`config.mk`:
```
export PLATFORM = sky130hd
export DESIGN_NAME = clk_period_meter
export DESIGN_NICKNAME = d
export VERILOG_FILES = /design/src/rtl/clk_meas_pkg.sv /design/src/rtl/clk_period_meter_sync_edge_detect.sv /design/src/rtl/clk_period_meter.sv
export SDC_FILE = /design/constraint.sdc
export NUM_CORES = 1
export LEC_CHECK = 0
export BUFFER_PORTS_ARGS = -buffer_cell sky130_fd_sc_hd__buf_2
export CAP_MARGIN = 20
export CORE_MARGIN = 10
export CORE_UTILIZATION = 55
export CTS_BUF_LIST = sky130_fd_sc_hd__clkbuf_4 sky130_fd_sc_hd__clkbuf_8
export CTS_CLUSTER_DIAMETER = 30
export DETAILED_ROUTE_END_ITERATION = 10
export PLACE_DENSITY_LB_ADDON = 0.15
export SLEW_MARGIN = 30
export SYNTH_ARGS = -nofsm -noshare
export SYNTH_HDL_FRONTEND = slang
export SYNTH_SLANG_ARGS = --single-unit
```
`constraint.sdc`:
```
create_clock -name clk_in -period 4.5 [get_ports clk_in]
set_input_delay 0.225 -clock clk_in [delete_from_list [all_inputs] [get_ports clk_in]]
set_output_delay 0.225 -clock clk_in [all_outputs]
set_load 0.01 [all_outputs]
```
`src/rtl/clk_meas_pkg.sv`:
```
// Shared definitions for the clock period meter.
//   meas_state_t    : measurement FSM states
//   DEF_CNT_W       : default width of the cycle counter and result fields
//   DEF_SYNC_STAGES : default synchronizer depth on the measured input
//   DEF_TIMEOUT     : default count at which a measurement is abandoned
package clk_meas_pkg;

    typedef enum logic [1:0] {
        ST_IDLE    = 2'd0,
        ST_ARM     = 2'd1,
        ST_MEASURE = 2'd2
    } meas_state_t;

    localparam int          DEF_CNT_W       = 33;
    localparam int          DEF_SYNC_STAGES = 2;
    localparam longint unsigned DEF_TIMEOUT = 64'd100_000_000;

endpackage

```
`src/rtl/clk_period_meter_sync_edge_detect.sv`:
```
// Synchronizer chain plus edge-detect flop for an asynchronous input.
// Reusable for buttons, strobes and other slow asynchronous signals.
//   clk_in  : sampling clock
//   rst_n   : asynchronous active-low reset
//   i_async : asynchronous input
//   o_level : synchronized level
//   o_rise  : one-cycle pulse on a synchronized 0->1 transition
//   o_fall  : one-cycle pulse on a synchronized 1->0 transition
module sync_edge_detect #(
    parameter int STAGES = 2
) (
    input  logic clk_in,
    input  logic rst_n,
    input  logic i_async,
    output logic o_level,
    output logic o_rise,
    output logic o_fall
);

    logic [STAGES-1:0] r_sync;
    logic              r_prev;

    always_ff @(posedge clk_in or negedge rst_n) begin
        if (!rst_n) begin
            r_sync <= '0;
            r_prev <= 1'b0;
        end else begin
            r_sync <= {r_sync[STAGES-2:0], i_async};
            r_prev <= r_sync[STAGES-1];
        end
    end

    assign o_level = r_sync[STAGES-1];
    assign o_rise  = r_sync[STAGES-1] & ~r_prev;
    assign o_fall  = ~r_sync[STAGES-1] & r_prev;

endmodule

```
`src/rtl/clk_period_meter.sv`:
```
// Measures period and high time of a slow asynchronous clock-like input in
// clk_in cycles and hands results downstream over valid/ready.
//   clk_in, rst_n : system clock, asynchronous active-low reset
//   sig_in        : asynchronous signal under measurement
//   meas_en       : measurement enable (low forces IDLE)
//   period        : clk_in cycles between consecutive rising edges
//   high_time     : clk_in cycles from rising edge to following falling edge
//   meas_valid    : result held on period/high_time
//   meas_ready    : consumer accepts the result
//   timeout       : one-cycle pulse when a measurement is abandoned
//   overrun       : one-cycle pulse when an unaccepted result is overwritten
//
// state      | meaning
// -----------+-----------------------------------------------------------
// ST_IDLE    | disabled, counter cleared
// ST_ARM     | waiting for the first rising edge to start counting
// ST_MEASURE | counting; each rising edge closes one period, opens the next
module clk_period_meter
    import clk_meas_pkg::*;
#(
    parameter int              CNT_W       = DEF_CNT_W,
    parameter int              SYNC_STAGES = DEF_SYNC_STAGES,
    parameter longint unsigned TIMEOUT     = DEF_TIMEOUT
) (
    input  logic             clk_in,
    input  logic             rst_n,
    input  logic             sig_in,
    input  logic             meas_en,
    output logic [CNT_W-1:0] period,
    output logic [CNT_W-1:0] high_time,
    output logic             meas_valid,
    input  logic             meas_ready,
    output logic             timeout,
    output logic             overrun
);

    localparam logic [CNT_W-1:0] TIMEOUT_C = CNT_W'(TIMEOUT);

    meas_state_t      r_state, w_state_nxt;
    logic [CNT_W-1:0] r_cnt, w_cnt_nxt;
    logic [CNT_W-1:0] r_hi_tmp, w_hi_tmp_nxt;
    logic             r_hi_seen, w_hi_seen_nxt;
    logic             w_capture, w_timeout;
    logic             w_rise, w_fall;
    // Only the edges matter here; the level output exists for other users.
    logic             w_unused_level;

    logic [CNT_W-1:0] r_period, r_high_time;
    logic             r_meas_valid, r_timeout, r_overrun;

    sync_edge_detect #(
        .STAGES (SYNC_STAGES)
    ) u_sync (
        .clk_in  (clk_in),
        .rst_n   (rst_n),
        .i_async (sig_in),
        .o_level (w_unused_level),
        .o_rise  (w_rise),
        .o_fall  (w_fall)
    );

    always_ff @(posedge clk_in or negedge rst_n) begin
        if (!rst_n) begin
            r_state   <= ST_IDLE;
            r_cnt     <= '0;
            r_hi_tmp  <= '0;
            r_hi_seen <= 1'b0;
        end else begin
            r_state   <= w_state_nxt;
            r_cnt     <= w_cnt_nxt;
            r_hi_tmp  <= w_hi_tmp_nxt;
            r_hi_seen <= w_hi_seen_nxt;
        end
    end

    always_comb begin
        w_state_nxt   = r_state;
        w_cnt_nxt     = r_cnt;
        w_hi_tmp_nxt  = r_hi_tmp;
        w_hi_seen_nxt = r_hi_seen;
        w_capture     = 1'b0;
        w_timeout     = 1'b0;
        if (!meas_en) begin
            // Disable beats any edge arriving in the same cycle.
            w_state_nxt   = ST_IDLE;
            w_cnt_nxt     = '0;
            w_hi_seen_nxt = 1'b0;
        end else begin
            case (r_state)
                ST_IDLE: begin
                    w_cnt_nxt   = '0;
                    w_state_nxt = ST_ARM;
                end
                ST_ARM: begin
                    if (w_rise) begin
                        w_cnt_nxt     = CNT_W'(1);
                        w_hi_seen_nxt = 1'b0;
                        w_state_nxt   = ST_MEASURE;
                    end
                end
                ST_MEASURE: begin
                    if (w_rise) begin
                        // Close this period and open the next one in the same cycle.
                        w_capture     = 1'b1;
                        w_cnt_nxt     = CNT_W'(1);
                        w_hi_seen_nxt = 1'b0;
                    end else if (r_cnt == TIMEOUT_C) begin
                        w_timeout     = 1'b1;
                        w_cnt_nxt     = '0;
                        w_hi_seen_nxt = 1'b0;
                        w_state_nxt   = ST_ARM;
                    end else begin
                        w_cnt_nxt = r_cnt + CNT_W'(1);
                        if (w_fall && !r_hi_seen) begin
                            w_hi_tmp_nxt  = r_cnt;
                            w_hi_seen_nxt = 1'b1;
                        end
                    end
                end
                default: begin
                    w_state_nxt = ST_IDLE;
                    w_cnt_nxt   = '0;
                end
            endcase
        end
    end

    always_ff @(posedge clk_in or negedge rst_n) begin
        if (!rst_n) begin
            r_period     <= '0;
            r_high_time  <= '0;
            r_meas_valid <= 1'b0;
            r_timeout    <= 1'b0;
            r_overrun    <= 1'b0;
        end else begin
            r_timeout <= w_timeout;
            // A capture coinciding with an accept is a clean hand-over, not an overrun.
            r_overrun <= w_capture && r_meas_valid && !meas_ready;
            if (w_capture) begin
                r_period     <= r_cnt;
                r_high_time  <= r_hi_seen ? r_hi_tmp : '0;
                r_meas_valid <= 1'b1;
            end else if (r_meas_valid && meas_ready) begin
                r_meas_valid <= 1'b0;
            end
        end
    end

    assign period     = r_period;
    assign high_time  = r_high_time;
    assign meas_valid = r_meas_valid;
    assign timeout    = r_timeout;
    assign overrun    = r_overrun;

endmodule

```
==> flow_summary.toml, run 1 <==
[cts]
root_buffer = "clkbuf_8"
clock-sinks = 141
cts.clk_slew.worst_paths_ns = 0.07
ctsHtreeMaxLevel = 4
clk_latency_ns = 0.44
cts_tree = "done"
clockBufferDepth = 2
ctsResizeCount = 0
cts_buffers = 17

[timing]
slew-limit-headroom_pct = 43.22
rsz0062_at_grt = "no"
setup_tns_ns = 0
period_share_pct = 71.84
finClkSkew_ns = 0.01036
period_needed_ns = 3.233
setup-violations-final = 0
fmax_ghz = 0.3093
hold_viol = 0
tightest_slew_ns = 0.8501
slew_violations = 0

[power]
p_sw_mw = 0.6286
ir_drop_uv = 238.2
combPwrFrac_pct = 8.1
seq_power_share_pct = 50.3
cellLeakagePower_nw = 3.463
clockPowerShare_pct = 41.6
intPower_mw = 1.980
power_density_nw_per_um2 = 368.5
netSwitchingFraction_pct = 24.10

[hold_path]
whs_path_depth = 3
hp-class = "in2reg"
min-delay-start = "meas_ready"
hold_end = "overrun"

[routing]
maxUsedRoutingLayer = "met4"
dr_wl_met2_mm = 6.257
wl_per_cell_um = 17.93
first_iter_violations = 409
drc = 0
ant_nets = 0
dr_total_vias = 4348
drt-vias-per-instance = 5.669
wl_met3_um = 781
wl_mm = 13.75
first_pass_iters = 8
wl_met1_mm = 6.545

[yosys]
ys_warn_count = 0
synth_top_area_cell = "dfrtp_1"
synth-simple-area-share_pct = 15.98
ys_ff_latch = 141
async_flop_share_pct = 100.0
ys_seq_area_share_pct = 56.83
synthAdderAreaFrac_pct = 1.008
ys.flop_type = "dfrtp_1"
syn-instance-count = 550
yosysUniqueCellTypes = 45
syn_nets = 560
synth_top_area_share_pct = 56.83
synth_xor_area_share_pct = 2.680
syn_area_um2 = 6208
synth_edf_count = 0
muxShareOfSynthArea_pct = 12.68
postSynthAreaPerCell_um2 = 11.29
netlist_top_cells_area = "dfrtp_1 57%, mux2_4 7.3%, nand2_1 6.0%"
synth_top_family_by_area = "simple AND/OR/NAND/NOR gates"
synth_compound_area_share_pct = 6.792

[die]
ioPinCount = 74
die_area_um2 = 15940
die_y_um = 126.2
initial_core_util_pct = 56.77
dieWidth_um = 126.2
design.core.area_um2 = 10940
rows = 38

[setup_path]
reg2regPathDepth = 7
worstPathMaxFanout = 33
required_ns = 4.83
criticalPathCategory = "reg2reg"
r2r_end = "r_hi_tmp[3]"
reg2reg_setup_slack_ns = 1.27
critPathLaunchType = "register"
crit_path_end_kind = "register"
crit_arrival_ns = 3.56
r2r_start = "r_cnt[0]"

[finish]
drive_gt1_share_pct = 28.07
nFillCells = 906
fin_util_pct = 64.73
area_delta_synth_final_pct = 14.01
nNetsFinal = 624
diodes = 0

[run]
drv_cap = 0

[grt]
grt_util_all_layers_pct = 17.60
gr-total-overflow = 0
grt_start_max_net_pins = 102
grt_first_pass_wirelength_mm = 23.08
first_global_vias = 4332
antenna_found_initial = 0

[place]
hpwl_mm = 9.515
io_buffers = 73
place_congestion = 0.8665

[status]
status = "complete, no violations"
==> stage by stage <==
step                      std cells  instance area [um2]  power, mW  hold WS, ns  setup WS, ns
after CTS                       767                 7073      2.622      0.05654         1.288
after global placement          732                 6593      1.540       0.3356         1.364
after global routing            767                 7078      2.711      0.06381         1.087
after floorplan                 550                 6208      1.473     -0.07059         2.152
after detailed placement        733                 6614      1.544       0.3347         1.286
final                           767                 7078      2.609      0.06487         1.267
==> cell usage in the layout (no fill, tap or decap), types with 4 or more instances in the layout <==
master / instances
buf_4: 4
a21oi_1: 8
ha_1: 5
xnor2_1: 7
mux2_2: 29
dfrtp_1: 140
clkbuf_8: 26
nand2_1: 99
nor3_1: 5
o21ai_0: 47
nand4_1: 23
nand3_1: 16
a31oi_1: 6
mux2_4: 30
xor2_1: 12
nor2b_1: 6
buf_2: 72
nor2_1: 19
nand2b_1: 4
inv_1: 12
and3_1: 7
==> layer usage <==
metal / vias to the layer above / global-route usage [%]
met4: 0 / 5.894
met5: - / 0
met2: 143 / 25.74
met3: 18 / 4.362
met1: 2155 / 25.02
li1: 2032 / -
==> worst max-delay path by stage <==
stage	from	end	slack [ns]	cells after the start
floorplan	r_cnt[0]	r_hi_tmp[0]	2.15	9
global placement	r_cnt[0]	r_hi_tmp[4]	1.36	7
detailed placement	r_cnt[0]	r_hi_tmp[2]	1.29	7
CTS	r_cnt[0]	r_hi_tmp[4]	1.29	7
global route	r_cnt[0]	r_hi_tmp[3]	1.09	7
finish	r_cnt[0]	r_hi_tmp[3]	1.27	7
==> what timing repair did <==
action,CTS,global route
hold buffers,2,0
buffers inserted,0,0
endpoints found under the hold margin,101,0
setup endpoints to repair,0,0
==> cell families after synthesis <==
| kind of cell | after synthesis |
|---|---|
| AND/OR/NAND/NOR | 203 |
| flip-flops | 141 |
| AO/OA/AOI/OAI | 75 |
| multiplexers | 60 |
| buffers and inverters | 47 |
| XOR/XNOR | 19 |
| adder cells (fa/ha/maj) | 5 |
==> state kept, by name, indices dropped and copies added (netlist names) <==
signal / flops
overrun: 1
r_state: 2
r_hi_seen: 1
timeout: 1
high_time: 33
r_hi_tmp: 33
r_cnt: 33
u_sync.r_sync: 2
meas_valid: 1
period: 33
u_sync.r_prev: 1
==> Yosys cell counts (4+ instances only) <==
cell type and count:
a21oi_1 8, a31oi_1 6, and3_1 7, buf_2 5
clkbuf_1 23, dfrtp_1 141, ha_1 5, inv_1 12
mux2_2 29, mux2_4 30, nand2_1 99, nand2b_1 4
nand3_1 17, nand4_1 23, nor2_1 20, nor2b_1 6
nor3_1 5, o21ai_0 47, xnor2_1 7, xor2_1 12
==> area by class of cell <==
| class | instances | area (um2) | area share, % |
|---|---|---|---|
| well taps | 140 | 175.2 | 2.475 |
| clock inverters | 4 | 72.57 | 1.025 |
| clock buffers | 28 | 366.6 | 5.179 |
| inverters | 12 | 45.04 | 0.6364 |
| repair buffers | 80 | 444.2 | 6.275 |
| multi-input cells | 362 | 2445 | 34.54 |
| flip-flops and latches | 141 | 3530 | 49.87 |
==> power groups by stage <==
stage	Sequential (mW)	Combinational (mW)	Clock (mW)
floorplan	1.32	0.152	0
global placement	1.33	0.207	0
detailed placement	1.34	0.209	0
CTS	1.31	0.212	1.10
global route	1.31	0.238	1.16
finish	1.31	0.213	1.08
==> worst max-delay path: stages, from the launching register on <==
cell and delay (ns):
dfrtp_1 0.45, inv_1 0.14, ha_1 0.17, nor4b_1 0.23
nand4_1 0.11, or4_1 0.88, nand4_4 0.70, mux2_2 0.40
Note: power is estimated with default switching activity, not from simulation.
==> inputs of run 2 (changes only) <==
ABC_AREA = 1   (was not set)
clock period = 3.25 ns   (was 4.5 ns; I/O delays follow)
==> run 2 against run 1 <==
Clock skew fell by 0.0032 ns. Critical path depth rose by 4. Largest cell class unchanged. Sequential share of layout area fell by 1.7 points. Design area rose by 3.5%. Clock-buffer cell count fell by 1. Non-clock buffer count rose by 4. Synthesized area rose by 3.6%.
==> flow_summary.toml, run 2 <==
[status]
status = "complete, no violations"

[run]
drv_cap = 0

[timing]
finClkSkew_ns = 0.007186
slew_violations = 0
post-route-worst-setup-slack_ns = 1.074
hold_viol = 0
rsz0062_at_grt = "no"
tightest_slew_ns = 0.6655
whs_ns = 0.02737
setup_tns_ns = 0
fmax_ghz = 0.4595
period_share_pct = 66.96
slew-limit-headroom_pct = 55.57
period_needed_ns = 2.176
setup-violations-final = 0

[place]
dpl_worst_slack_ns = 1.064
place_inst = 917
place_congestion = 0.9358
io_buffers = 73
hpwl_mm = 10.74
dpl-instance-area_um2 = 6874

[finish]
area_delta_synth_final_pct = 13.91
nFillCells = 1036
diodes = 0
final_common_cell = "nand2_1"
most-common-layout-cells = "194 x nand2_1, 141 x dfrtp_1, 72 x buf_2"
nNetsFinal = 807
fin_util_pct = 64.15
drive_gt1_share_pct = 27.53
finalInstanceArea_um2 = 7325
finalNonFillerCells = 953

[routing]
wl_per_cell_um = 16.03
ant_nets = 0
drt-vias-per-instance = 5.326
wl_mm = 15.27
first_pass_iters = 5
drc = 0
first_iter_violations = 459
dr_total_vias = 5076

[cts]
clk_latency_ns = 0.45
clockBufferDepth = 2
cts.clk_slew.worst_paths_ns = 0.07
postCtsSetupRepairBufs = 0
clock-sinks = 141
cts_tree = "done"
root_buffer = "clkbuf_8"
ctsHtreeMaxLevel = 4
cts_buffers = 17

[hold_path]
hp-class = "in2reg"

[setup_path]
criticalPathCategory = "reg2reg"
worstPathMaxFanout = 35
path_cells = "inv_1 > ha_1 > nand2_1 > nor2_1 > nand2_2 > nor2_2 > nand2_2 > nand3_4 > buf_12 > nand2_1 > o21ai_1"
critPathLaunchType = "register"
crit_slowest_cell = "nand3_4"
worst_path_largest_cell_delay_ns = 0.45
required_ns = 3.58
crit_path_end_kind = "register"
crit_arrival_ns = 2.51

[power]
cellLeakagePower_nw = 3.582
power_density_nw_per_um2 = 488.8
p_sw_mw = 0.9627
clockPowerShare_pct = 38.5
intPower_mw = 2.618
ir_drop_uv = 401.4
netSwitchingFraction_pct = 26.89
seq_power_share_pct = 50.4
totalPowerFinal_mw = 3.581
combPwrFrac_pct = 11.1

[yosys]
syn_nets = 733
yosys-top-cells-count = "194 x nand2_1, 141 x dfrtp_1, 54 x nand3_1"
synth_edf_count = 0
postSynthAreaPerCell_um2 = 8.893
synth_top_area_share_pct = 54.87
synth_top_area_cell = "dfrtp_1"
ys_warn_count = 0
synth_most_common_cell = "nand2_1"
async_flop_share_pct = 100.0
yosysUniqueCellTypes = 32
ys.flop_type = "dfrtp_1"
netlist_top_cells_area = "dfrtp_1 55%, nand2_1 11%, nand3_1 4.2%"
syn_area_um2 = 6430
ys_seq_area_share_pct = 54.87
syn-instance-count = 723
ys_ff_latch = 141

[grt]
grt_start_max_net_pins = 114
grt_first_pass_wirelength_mm = 25.46
gr-total-overflow = 0
first_global_vias = 4967
antenna_found_initial = 0
grt_util_all_layers_pct = 19.27

[die]
die_y_um = 128.1
ioPinCount = 74
initial_core_util_pct = 56.31
die_area_um2 = 16420
rows = 39
dieWidth_um = 128.1
design.core.area_um2 = 11420
-- run 2: cell types whose count changed after synthesis, moves of 12 or more --
cell     delta
o21ai_1    +14
nand2_2    +35
inv_1      +25
nand4_1    -19
nand2_1    +95
mux2_4     -30
nor2_1     +31
o21ai_2    +30
nor3_1     +12
nand3_1    +37
inv_2      +20
mux2_2     -29
-- run 2: logic make-up after synthesis --
| group | count (synthesis) | synth area share [%] |
|---|---|---|
| xor gates and xnor gates | 5 | 0.6810 |
| buffers and inverters | 87 | 6.402 |
| adders and majority gates | 5 | 0.9730 |
| DFF | 141 | 54.87 |
| AOI/OAI and AO/OA | 102 | 9.827 |
| and+or+nand+nor | 383 | 27.24 |
-- run 2: final cells by class --
cell class              instances  area, um2  share of cell area, %
repair buffers                 84      509.2                  6.953
clock inverters                 5      56.30                 0.7687
inverters                      58      220.2                  3.006
flip-flops and latches        141       3528                  48.17
well taps                     143      178.9                  2.443
clock buffers                  27      334.1                  4.561
multi-input cells             495       2497                  34.10
-- run 2: what timing repair did --
item                                    CTS  global route
gates resized for setup                   0             0
hold endpoints to repair                114             0
endpoints found under the setup margin    0             0
hold buffers                              3             0
-- run 2: routing by layer --
| metal | GRT usage [%] | wire length, um | share of wire (%) |
|---|---|---|---|
| met1 | 26.15 | 6930 | 45 |
| met2 | 28.35 | 6992 | 46 |
| met3 | 6.079 | 1155 | 7.6 |
| met4 | 7.020 | 195 | 1.3 |
| met5 | 0 | 0 | 0 |
-- run 2: path summary, 6_finish.rpt --
check	cells after the start	slack, ns	endpoint	start
min in group asynchronous	2	0.20	high_time[5]	rst_n
hold / removal	3	0.03	r_state[1]	meas_en
max in group asynchronous	4	2.13	r_cnt[17]	rst_n
setup / recovery	11	1.07	r_hi_tmp[6]	r_cnt[0]
hold reg to reg	0	0.36	u_sync.r_sync[1]	u_sync.r_sync[0]
setup reg to reg	11	1.07	r_hi_tmp[6]	r_cnt[0]
-- run 2: critical path, delay by kind of cell (launching register included) --
family          cells  cell delay (ns)
compound gates      1             0.06
fa+ha+maj           1             0.21
buf+inv             2             0.50
flops               1             0.39
simple gates        7             0.86
-- run 2: power by group through the flow --
stage / Clock [mW] / Sequential (mW) / Combinational, mW
after floorplan: 0 / 1.83 / 0.277
final: 1.38 / 1.80 / 0.399
after global placement: 0 / 1.84 / 0.378
after CTS: 1.40 / 1.80 / 0.395
after global routing: 1.47 / 1.81 / 0.450
after detailed placement: 0 / 1.84 / 0.391
==> inputs of run 3 (changes only) <==
clock period = 2.1 ns   (was 3.25 ns; I/O delays follow)
==> run 3 against run 2 <==
Clock power is 41% higher. Sequential cell count stayed put. Die area stayed put. Routed wire length hardly changed. Via count is 0.28% lower. Combinational power is 56% higher. Critical endpoint is now r_cnt[11]. Global-route usage is 0.19 points lower. Critical path type unchanged. Worst hold slack better by 0.13 ns. Fmax is 16% higher. Critical path depth is 1 lower.
==> flow_summary.toml, run 3 (same netlist as run 2, synthesis figures left out) <==
[cts]
cts.clk_slew.worst_paths_ns = 0.07
clockBufferDepth = 2
cts_buffers = 17
ctsResizeCount = 0
clk_latency_ns = 0.43
cts_tree = "done"
root_buffer = "clkbuf_8"
ctsHtreeMaxLevel = 4
clock-sinks = 141

[grt]
gr-total-overflow = 0
grt_start_max_net_pins = 71
grt_first_pass_wirelength_mm = 25.42
first_global_vias = 4930
antenna_found_initial = 0
grt_util_all_layers_pct = 19.08

[power]
netSwitchingFraction_pct = 27.48
clockPowerShare_pct = 36.3
power_density_nw_per_um2 = 728.9
p_sw_mw = 1.474
ir_drop_uv = 575.7
seq_power_share_pct = 52.1
combPwrFrac_pct = 11.6
cellLeakagePower_nw = 3.596
intPower_mw = 3.889
totalPowerFinal_mw = 5.363

[setup_path]
crit_family = "simple AND/OR/NAND/NOR gates"
r2r_end = "r_cnt[11]"
crit_buf_inv = 3
r2r_start = "r_state[0]"
reg2reg_setup_slack_ns = 0.23
path_cells = "inv_1 > ha_1 > nand2_2 > inv_2 > nand2_1 > nor2_1 > nand2_2 > nand2_4 > inv_2 > nor3_1"
required_ns = 2.45
worstPathMaxFanout = 19
worst_path_largest_cell_delay_ns = 0.41
crit_arrival_ns = 2.22
criticalPathCategory = "reg2reg"
crit_path_end_kind = "register"
crit_slowest_cell = "dfrtp_1"
reg2regPathDepth = 10
critPathLaunchType = "register"

[routing]
dr_total_vias = 5062
drc = 0
drt-vias-per-instance = 5.267
wl_per_cell_um = 15.89
first_iter_violations = 372
wl_mm = 15.27
first_pass_iters = 5
ant_nets = 0

[finish]
nNetsFinal = 816
final_common_cell = "nand2_1"
most-common-layout-cells = "194 x nand2_1, 141 x dfrtp_1, 72 x buf_2"
diodes = 0
finalNonFillerCells = 961
finalInstanceArea_um2 = 7357
drive_gt1_share_pct = 28.12
area_delta_synth_final_pct = 14.42

[hold_path]
hp-class = "in2async"

[die]
design.core.area_um2 = 11420
rows = 39
initial_core_util_pct = 56.31
die_y_um = 128.1
ioPinCount = 74
dieWidth_um = 128.1
die_area_um2 = 16420

[timing]
slew_violations = 0
period_needed_ns = 1.873
hold_viol = 0
whs_ns = 0.1564
period_share_pct = 89.18
tightest_slew_ns = 0.4756
rsz0062_at_grt = "no"
setup_tns_ns = 0
setup-violations-final = 0
slew-limit-headroom_pct = 68.05
finClkSkew_ns = 0.004726
fmax_ghz = 0.5339

[run]
drv_cap = 0

[place]
io_buffers = 73
place_inst = 926
dpl-instance-area_um2 = 6967
hpwl_mm = 11.17
place_congestion = 0.9376

[status]
status = "complete, no violations"
-- run 3: stage by stage --
stage	util [%]	worst slack [ns]
after floorplan	-	0.4778
after global placement	61.01	0.3169
after detailed placement	61.01	0.2345
after CTS	64.43	0.2210
after global routing	64.43	0.02276
final	64.43	0.2272
-- run 3: metal layers --
layer / vias up / track usage, % / share of wire (%)
met5: - / 0 / 0
met4: 0 / 6.755 / 1.4
met3: 17 / 4.177 / 5.6
met2: 151 / 28.23 / 46
met1: 2403 / 26.98 / 47
li1: 2491 / - / -
-- run 3: power groups by stage --
stage / Sequential, mW / Combinational, mW / Clock (mW)
3_5_place_dp: 2.85 / 0.614 / 0
6_report: 2.79 / 0.623 / 1.95
5_1_grt: 2.80 / 0.692 / 2.09
4_1_cts: 2.79 / 0.623 / 1.98
3_3_place_gp: 2.84 / 0.597 / 0
2_1_floorplan: 2.84 / 0.428 / 0
-- run 3: final cells by class --
| cell class | instances | area, um2 |
|---|---|---|
| Fill cell | 1005 | 4061 |
| Sequential cell | 141 | 3528 |
| Multi-Input combinational cell | 495 | 2497 |
| Timing Repair Buffer | 93 | 581.8 |
| Clock buffer | 25 | 312.8 |
| Inverter | 58 | 220.2 |
| Tap cell | 143 | 178.9 |
| Clock inverter | 6 | 37.54 |
-- run 3: how the worst max path moves through the flow --
| stage | from | to | slack (ns) | cells after the start |
|---|---|---|---|---|
| floorplan | r_cnt[0] | r_hi_tmp[26] | 0.48 | 11 |
| global placement | r_cnt[0] | r_cnt[15] | 0.32 | 11 |
| detailed placement | r_state[0] | r_cnt[11] | 0.23 | 10 |
| CTS | r_state[0] | r_cnt[11] | 0.22 | 10 |
| global route | r_state[0] | r_cnt[9] | 0.02 | 10 |
| finish | r_state[0] | r_cnt[11] | 0.23 | 10 |
-- run 3: worst reg2reg max path, cell delays in order (launching register included) --
cell	delay (ns)
dfrtp_1	0.41
inv_1	0.10
ha_1	0.21
nand2_2	0.10
inv_2	0.11
nand2_1	0.07
nor2_1	0.17
nand2_2	0.10
nand2_4	0.19
inv_2	0.14
nor3_1	0.16
-- run 3: what timing repair did --
| item | 4_1_cts | 5_1_grt |
|---|---|---|
| hold buffers | 4 | 0 |
| endpoints found under the hold margin | 49 | 0 |
| buffers inserted | 0 | 0 |
